===== src/rtl/dds_voice_osc.sv =====
// DDS voice oscillator: 32-bit phase accumulator with saw/pulse/triangle/noise
// output, gate retrigger, hard sync and carry-out wrap pulse; two-stage pipeline.
module dds_voice_osc #(
    parameter logic [15:0] LFSR_SEED = 16'hACE1
) (
    input  logic        clk,
    input  logic        rst_n,
    input  logic        sample_stb,
    input  logic [31:0] adder,
    input  logic [1:0]  wave_sel,
    input  logic [11:0] pw,
    input  logic        gate,
    input  logic        sync_in,
    output logic [11:0] sample_out,
    output logic        sample_vld,
    output logic        wrap_out
);

    typedef enum logic [1:0] {
        WAVE_SAW   = 2'd0,
        WAVE_PULSE = 2'd1,
        WAVE_TRI   = 2'd2,
        WAVE_NOISE = 2'd3
    } wave_e;

    logic [31:0] phase_q, phase_d;
    logic        carry_q, carry_d;
    logic        restart_pend_q, restart_pend_d;
    logic        gate_prev_q, gate_prev_d;
    logic [1:0]  wave_sel_q, wave_sel_d;
    logic [11:0] pw_q, pw_d;
    logic        gate_q, gate_d;
    logic [15:0] lfsr_q, lfsr_d;
    logic        v1_q, v1_d;
    logic [11:0] sample_out_q, sample_out_d;
    logic        sample_vld_q, sample_vld_d;
    logic        wrap_out_q, wrap_out_d;

    logic        gate_rise;
    logic        restart;
    logic [32:0] sum;
    logic        lfsr_fb;
    logic [11:0] p;
    logic [10:0] tri_t;
    logic [11:0] wave;

    // A gate edge coinciding with a strobe restarts that very strobe, so it is
    // folded into the restart condition rather than parked in restart_pend.
    always_comb begin
        gate_rise      = gate & ~gate_prev_q;
        restart        = restart_pend_q | sync_in | gate_rise;
        sum            = {1'b0, phase_q} + {1'b0, adder};
        lfsr_fb        = lfsr_q[15] ^ lfsr_q[13] ^ lfsr_q[12] ^ lfsr_q[10];
        phase_d        = phase_q;
        carry_d        = carry_q;
        restart_pend_d = restart_pend_q;
        wave_sel_d     = wave_sel_q;
        pw_d           = pw_q;
        gate_d         = gate_q;
        lfsr_d         = lfsr_q;
        gate_prev_d    = gate;
        v1_d           = sample_stb;
        if (sample_stb) begin
            if (restart) begin
                phase_d = 32'h0;
                carry_d = 1'b0;
            end else begin
                {carry_d, phase_d} = sum;
            end
            restart_pend_d = 1'b0;
            wave_sel_d     = wave_sel;
            pw_d           = pw;
            gate_d         = gate;
            lfsr_d         = {lfsr_q[14:0], lfsr_fb};
        end else if (sync_in || gate_rise) begin
            restart_pend_d = 1'b1;
        end
    end

    always_comb begin
        p     = phase_q[31:20];
        tri_t = phase_q[31] ? ~phase_q[30:20] : phase_q[30:20];
        wave  = 12'h000;
        case (wave_e'(wave_sel_q))
            WAVE_SAW:   wave = p ^ 12'h800;
            WAVE_PULSE: wave = (p < pw_q) ? 12'h7FF : 12'h800;
            WAVE_TRI:   wave = {tri_t, 1'b0} ^ 12'h800;
            WAVE_NOISE: wave = lfsr_q[15:4];
            default:    wave = 12'h000;
        endcase
        sample_out_d = sample_out_q;
        if (v1_q) begin
            sample_out_d = gate_q ? wave : 12'h000;
        end
        sample_vld_d = v1_q;
        wrap_out_d   = v1_q & carry_q;
    end

    always_ff @(posedge clk or negedge rst_n) begin
        if (!rst_n) begin
            phase_q        <= 32'h0;
            carry_q        <= 1'b0;
            restart_pend_q <= 1'b0;
            gate_prev_q    <= 1'b0;
            wave_sel_q     <= 2'd0;
            pw_q           <= 12'h000;
            gate_q         <= 1'b0;
            lfsr_q         <= LFSR_SEED;
            v1_q           <= 1'b0;
            sample_out_q   <= 12'h000;
            sample_vld_q   <= 1'b0;
            wrap_out_q     <= 1'b0;
        end else begin
            phase_q        <= phase_d;
            carry_q        <= carry_d;
            restart_pend_q <= restart_pend_d;
            gate_prev_q    <= gate_prev_d;
            wave_sel_q     <= wave_sel_d;
            pw_q           <= pw_d;
            gate_q         <= gate_d;
            lfsr_q         <= lfsr_d;
            v1_q           <= v1_d;
            sample_out_q   <= sample_out_d;
            sample_vld_q   <= sample_vld_d;
            wrap_out_q     <= wrap_out_d;
        end
    end

    assign sample_out = sample_out_q;
    assign sample_vld = sample_vld_q;
    assign wrap_out   = wrap_out_q;

endmodule

===== config.mk =====
export PLATFORM = sky130hd
export DESIGN_NAME = dds_voice_osc
export DESIGN_NICKNAME = d
export VERILOG_FILES = /design/src/rtl/dds_voice_osc.sv
export SDC_FILE = /design/constraint.sdc
export NUM_CORES = 1
export LEC_CHECK = 0
export CAP_MARGIN = 10
export CORE_ASPECT_RATIO = 0.5
export CORE_MARGIN = 2
export CORE_UTILIZATION = 50
export DETAILED_ROUTE_END_ITERATION = 16
export GPL_ROUTABILITY_DRIVEN = 0
export PLACE_DENSITY = 0.73
export SYNTH_ARGS = -nofsm -noshare
export SYNTH_HDL_FRONTEND = slang
export SYNTH_SLANG_ARGS = --single-unit

===== constraint.sdc =====
create_clock -name clk -period 5 [get_ports clk]
set_input_delay 1.5 -clock clk [delete_from_list [all_inputs] [get_ports clk]]
set_output_delay 1.5 -clock clk [all_outputs]
set_load 0.01 [all_outputs]

Yosys cells after proc, flatten, opt, wreduce, memory -nomap -nowiden

Cells that the tools add are included.
W data, S select, Z words.

Reductions and logical operators: 3
Add/sub/neg operators: 1
Bitwise gates (word level): 11
$lt $le $gt $ge: 1
Muxes and demuxes: 8
Divide/modulo/power cells: 0
Eq/ne operators: 3
$mul: 0
Shift-type cells: 0

Operators with widths:

| operator             | number |
|---|---|
| $pmux W12 S4         | 1 |
| $add A32 B32 Y33     | 1 |
| $mux W32             | 1 |
| $mux W12             | 2 |
| $lt A12 B12 Y1       | 1 |
| $mux W11             | 1 |
| $not A11 Y11         | 1 |
| $eq A2 B2 Y1 const B | 2 |
| $mux W1              | 3 |
| $not A1 Y1           | 3 |
| $xor A1 B1 Y1        | 3 |
| $and A1 B1 Y1        | 2 |
| $eq A2 B1 Y1 const B | 1 |
| $logic_not A2 Y1     | 1 |
| $or A1 B1 Y1         | 2 |
| $reduce_bool A2 Y1   | 1 |
| $logic_or A1 B1 Y1   | 1 |

Register bits: 81
Logic and storage cells: 39
Bits in read-only memories: 0
Latch bits: 0
Bits in writable memories: 0
Output and inout port bits: 14
Memories kept: 0
Bits of input ports: 51

Logic depth before layout (Yosys ltp)

Gate-level depths: netlist of the first run.

Word-level depth: 5
Gate-level depth with buffers: 10
Depth with buffers taken out: 10

Least setup slack after synthesis of the first run

OpenSTA, ideal clock, no wires.

Path kind: input port to flip-flop
Start: input port adder[0]
End: register phase_q[26]
Required time: 4878 ps
Stages on the path: 10
Arrival time: 3501 ps
Path buffers: 0
Library setup time: 122 ps
Slack: 1377 ps
Cell sequence: ha_1 inv_1 fa_1 nor2b_2 o211ai_1 a211o_1 o211a_4 a211oi_2 o21ai_0 a32o_1

Longest elaborated chain between the ends: 2

RTL lines:

| what                 | line | text |
|---|---|---|
| from (decl)          | 9    | `input logic [31:0] adder,` |
| $add A32 B32 Y33     | 52   | `sum = {1'b0, phase_q} + {1'b0, adder};` |
| $mux W32             | 64   | `if (restart) begin` |
| to (signal assigned) | 114  | `phase_q <= phase_d;` |
| to (decl)            | 26   | `logic [31:0] phase_q, phase_d;` |

No other way between the ends.
A chain may end at the register's enable or synchronous reset.

Final worst setup path of the first run

Start: input port adder[0]
End: register phase_q[14]

The elaborated chain is that of the path after synthesis.

==> flow_summary.ini, run 1 <==
[run_status]
status = complete, no violations

[cts]
clock_sinks = 81
tritoncts.num_buffers = 9
root_buffer = clkbuf_16
cts_buffer_depth = 2
clk_pin_slew_ps = 70
htreeDepth = 3
cts_hold_buf = 0
cts-resized-gates = 0
clock_latency_ps = 340
cts_tree = built
post_cts_buffers = 0

[pwr]
p_per_area_mw_per_mm2 = 355
intPower_mw = 1.55
netSwitchingFraction_pct = 31.9
vdd_drop_max_v = 0.000169
seqPwrFrac_pct = 40.2
p_leak_nw = 2.87
p_sw_mw = 0.722
pwr-share-comb_pct = 29.0
clockPowerShare_pct = 30.8

[worst_setup_path]
r2r_cells = 10
arrival_ps = 4200
critPathCaptureType = register
path_cells = clkdlybuf4s50_1 -> ha_1 -> inv_1 -> fa_1 -> nor2b_2 -> o211ai_1 -> a211o_1 -> a31oi_1 -> a21oi_1 -> xnor2_1 -> a31o_2
worstSetupPathType = in2reg
critPathLaunchType = input pin
path_delay_family = compound AO/OA/AOI/OAI gates
cp_slowest_cell = clkdlybuf4s50_1
path_buf_inv = 2
cp.depth = 11
worstSetupEndpoint = phase_q[14]
path_max_fanout = 4
regToRegEndpoint = phase_q[14]
required_ps = 5240
cp-startpoint = adder[0]
rrSetupSlack_ps = 2290
worst_path_largest_cell_delay_ps = 460
r2r-start = phase_q[0]

[sta]
skew_ps = 7.56
period_share_pct = 79.3
finalSetupViolCount = 0
fmax_ghz = 0.252
slew_violations = 0
hold_viol = 0
tns_ps = 0
worst_pin_slew_ps = 908
fin_crit_ps = 3960
rsz0062_at_grt = no
slew-limit-headroom_pct = 39.4

[floorplan]
pin_count = 65
core_area_mm2 = 0.0103
die-area_mm2 = 0.0116
die_w_um = 150
start_util_pct = 51.9
die_h_um = 77.2
rows = 26

[routing]
drc = 0
drt_pre_antenna_iters = 4
routedWlPerCell_um = 16.5
drtIter0Drc = 184
drtAntennaViolNets = 0
vias = 4435
avgViaCountPerCell = 5.86
routed_wl_um = 12500

[synth]
yosys_warnings = 0
synth-seq-cells = 81
yosysSeqAreaShare_pct = 38.0
syn_avg_cell_area_um2 = 9.56
syn-num-nets = 655
syn_inst = 560
syn_area_mm2 = 0.00536
synth_flop_cell = dfrtp_1
synth-async-reset-ratio_pct = 100
synth_edf_count = 0
synth.distinct_cells = 66

[grt]
grt_pass1_vias = 4242
grt_max_degree = 58
grt_usage_pct = 22.1
antenna_found_initial = 0
grt_pass1_wl_um = 20300
gr-total-overflow = 0

[final_layout]
antenna_cells = 0
final_core_util_pct = 62.0
syn_to_final_growth_pct = 19.4
drive_gt1_share_pct = 10.9
fin_nets = 707

[min_path]
hp-class = reg2reg
holdPathStages = 1

[placement]
dpl.hpwl_um = 9040
io_buffers = 64

[job]
cap_violations = 0
kinds of logic after synthesis:
logic type | count (synthesis) | share of synthesized area (%)
adders and majority gates | 44 | 10.4
DFF | 81 | 38.0
and+or+nand+nor | 123 | 11.4
muxes | 20 | 4.21
buffers and inverters | 60 | 4.39
xor gates and xnor gates | 30 | 4.91
AOI/OAI and AO/OA | 202 | 26.6
registers in the layout (all words and copies together), names as in the netlist:
signal / cells
restart_pend_q: 1
phase_q: 32
pw_q: 12
sample_out: 12
gate_prev_q: 1
sample_vld: 1
gate_q: 1
wrap_out: 1
sample_vld_d: 1
lfsr_q: 16
carry_q: 1
wave_sel_q: 2
cells in the mapped netlist (4+ instances only):
cell type	instances	area, um^2
dfrtp_1	73	1830
ha_1	43	538
a21oi_1	42	210
nand2_1	36	135
o21ai_0	36	180
inv_1	33	124
nor2_1	30	113
xnor2_1	25	219
a21o_1	23	173
mux2_2	20	225
clkbuf_1	18	67.6
a22o_1	14	123
o22ai_1	11	68.8
nand3_1	10	50.1
o2bb2ai_1	10	87.6
dfstp_2	8	210
nor2b_1	8	50.1
nor3_1	8	40.0
a31oi_1	7	43.8
nand4_1	6	37.5
o211ai_1	6	45.0
o21a_1	6	45.0
a211oi_1	5	37.5
and3_1	5	31.3
or3_1	5	31.3
xor2_1	5	43.8
a31o_2	4	35.0
a32o_1	4	40.0
buf_2	4	20.0
o21bai_1	4	30.0
metrics by stage:
step	power, mW	hold slack, ps	setup WS (ps)	cells	cell area, um^2
finish	2.27	484	1040	757	6390
global route	2.39	498	931	757	6390
CTS	2.28	492	1060	757	6390
detailed placement	1.58	476	712	741	6080
global placement	1.56	472	747	741	6080
floorplan	1.37	442	1380	560	5360
routing by layer:
layer	vias up	wire [um]	GRT usage (%)
met2	89	5860	37.1
met5	-	0	0
met4	0	143	5.09
met3	15	463	4.76
met1	2145	6040	29.2
li1	2186	-	-
final cells by class:
| cell class | instances | area, um^2 |
|---|---|---|
| sequential | 81 | 2040 |
| inverter | 33 | 124 |
| tap | 140 | 175 |
| clock buffer | 10 | 239 |
| timing repair buffer | 68 | 663 |
| clock inverter | 6 | 73.8 |
| multi-input combinational | 419 | 3080 |
| fill | 882 | 3920 |
cells in the final DEF (no fill, tap or decap), drive strengths merged, types with 9 or more instances in the layout:
cell,n
a21o,23
a21oi,42
a22o,14
clkbuf,10
clkdlybuf4s50,62
dfrtp,73
ha,43
inv,36
mux2,20
nand2,36
nand3,10
nor2,30
nor2b,9
nor3,9
o21ai,37
o22ai,11
o2bb2ai,10
xnor2,25
power groups by stage:
stage	combinational [mW]	sequential, mW	clock [mW]
global placement	0.642	0.918	0
detailed placement	0.652	0.925	0
floorplan	0.483	0.888	0
global route	0.729	0.930	0.734
finish	0.657	0.913	0.698
CTS	0.659	0.913	0.708
worst min-delay path by stage:
stage | endpoint | slack, ps | from
after global placement | sample_out[10] | 470 | sample_out[10]
after detailed placement | sample_out[3] | 480 | sample_out[3]
after global routing | sample_out[3] | 500 | sample_out[3]
after CTS | phase_q[2] | 490 | phase_q[2]
final | sample_out[3] | 480 | sample_out[3]
after floorplan | sample_vld | 440 | sample_vld_d
(Power assumes the default switching activity.)
==> run 2, diff against run 1 <==
Clock period 5 ns to 4 ns, I/O delays scaled along.
==> flow_summary.ini, run 2 (synthesis gave the netlist of run 1 again) <==
[run_status]
status = complete, no violations

[min_path]
min-delay-start = sample_out[8]
holdPathStages = 1
hp-class = reg2reg
hold_end = sample_out[8]

[routing]
drc = 0
avgViaCountPerCell = 5.84
routedWlPerCell_um = 16.7
drtIter0Drc = 193
wl_met1_um = 6220
drt_pre_antenna_iters = 4
top_layer_used = met4
vias = 4434
drtAntennaViolNets = 0
routed_wl_um = 12700
wl_met2_um = 5940
wl_met3_um = 414

[final_layout]
final_cell_area_mm2 = 0.00642
final_core_util_pct = 62.2
drive_gt1_share_pct = 11.0
finalNonFillerCells = 759
largest_register = phase_q
largest_reg_flops = 32
reg.largest.list = phase_q (32), lfsr_q (16)
fin_nets = 709
antenna_cells = 0
layout_commonest_cell = dfrtp_1
final_cell_mix = 73 x dfrtp_1, 62 x clkdlybuf4s50_1, 43 x ha_1
syn_to_final_growth_pct = 19.8

[cts]
cts_tree = built
cts_buffer_depth = 2
cts_hold_buf = 0
htreeDepth = 3
clock_sinks = 81
clk_pin_slew_ps = 60
post_cts_buffers = 0
tritoncts.num_buffers = 9
root_buffer = clkbuf_16
clock_latency_ps = 340
cts-resized-gates = 0

[floorplan]
die_w_um = 150
pin_count = 65
core_area_mm2 = 0.0103
start_util_pct = 51.9
die-area_mm2 = 0.0116
rows = 26
die_h_um = 77.2

[sta]
slew_violations = 0
rsz0062_at_grt = no
tns_ps = 0
fin_crit_ps = 3640
slew-limit-headroom_pct = 31.0
fmax_ghz = 0.274
hold_viol = 0
finalSetupViolCount = 0
worst_pin_slew_ps = 1040
period_share_pct = 91.1
skew_ps = 6.85

[grt]
antenna_found_initial = 0
gr-total-overflow = 0
grt_max_degree = 82
grt_usage_pct = 22.7
grt_pass1_wl_um = 21000
grt_pass1_vias = 4305

[worst_setup_path]
critPathCaptureType = register
required_ps = 4220
arrival_ps = 3870
r2r-start = phase_q[0]
cp_slowest_cell = clkdlybuf4s50_1
path_max_fanout = 4
r2r_cells = 10
path_cells = clkdlybuf4s50_1 -> ha_1 -> inv_1 -> fa_1 -> nor2b_2 -> o211ai_1 -> a211o_1 -> o211a_4 -> a211oi_2 -> o21ai_0 -> a32o_1
critPathLaunchType = input pin
worstSetupPathType = in2reg
regToRegEndpoint = phase_q[26]
rrSetupSlack_ps = 1320
worst_path_largest_cell_delay_ps = 460

[pwr]
p_per_area_mw_per_mm2 = 446
p_leak_nw = 2.88
vdd_drop_max_v = 0.000217

[placement]
place_inst = 743
io_buffers = 64
post_dp_cell_area_mm2 = 0.00610
dpl.hpwl_um = 9080

[job]
cap_violations = 0
## run 2: area by class of cell
cell class                 instances  area [um^2]
clock buffer                      10          229
clock inverter                     6         90.1
fill                             879         3900
inverter                          33          124
multi-input combinational        419         3080
sequential                        81         2040
tap                              140          175
timing repair buffer              70          678
## run 2: metal layers
layer	vias up	global-route usage, %
met4	0	5.94
met3	12	4.11
met5	-	0
li1	2189	-
met2	69	37.0
met1	2164	31.3
## run 2: report_power, final
| group | switching, mW | internal, mW |
|---|---|---|
| Sequential | 0.139 | 1.00 |
| Clock | 0.343 | 0.550 |
| Combinational | 0.406 | 0.422 |
| Total | 0.889 | 1.98 |
## run 2: worst max path at each step
stage | start | endpoint | slack, ps
detailed placement | adder[0] | phase_q[26] | 30
global route | adder[0] | phase_q[26] | 220
finish | adder[0] | phase_q[26] | 360
global placement | adder[0] | phase_q[26] | 80
CTS | adder[0] | phase_q[26] | 370
floorplan | adder[0] | phase_q[26] | 680
## run 2: stage by stage
step / setup WS (ps) / power [mW] / hold slack (ps)
finish: 355 / 2.86 / 482
global route: 215 / 3.03 / 495
global placement: 79.4 / 1.95 / 472
detailed placement: 33.0 / 1.98 / 473
floorplan: 677 / 1.71 / 442
CTS: 373 / 2.89 / 490
## run 2: critical path: cells and delay by family
family / cells / cell delay (ps)
compound gates: 6 / 1380
fa+ha+maj: 2 / 600
buf+inv: 2 / 520
simple gates: 1 / 150
==> run 3, diff against run 2 <==
Settings changed: ABC_CLOCK_PERIOD_IN_PS set to 4000, CAP_MARGIN 10 to not set, TNS_END_PERCENT set to 50.
==> results of run 3 <==
The final DEF is identical to that of run 2; final timing and power are the same.
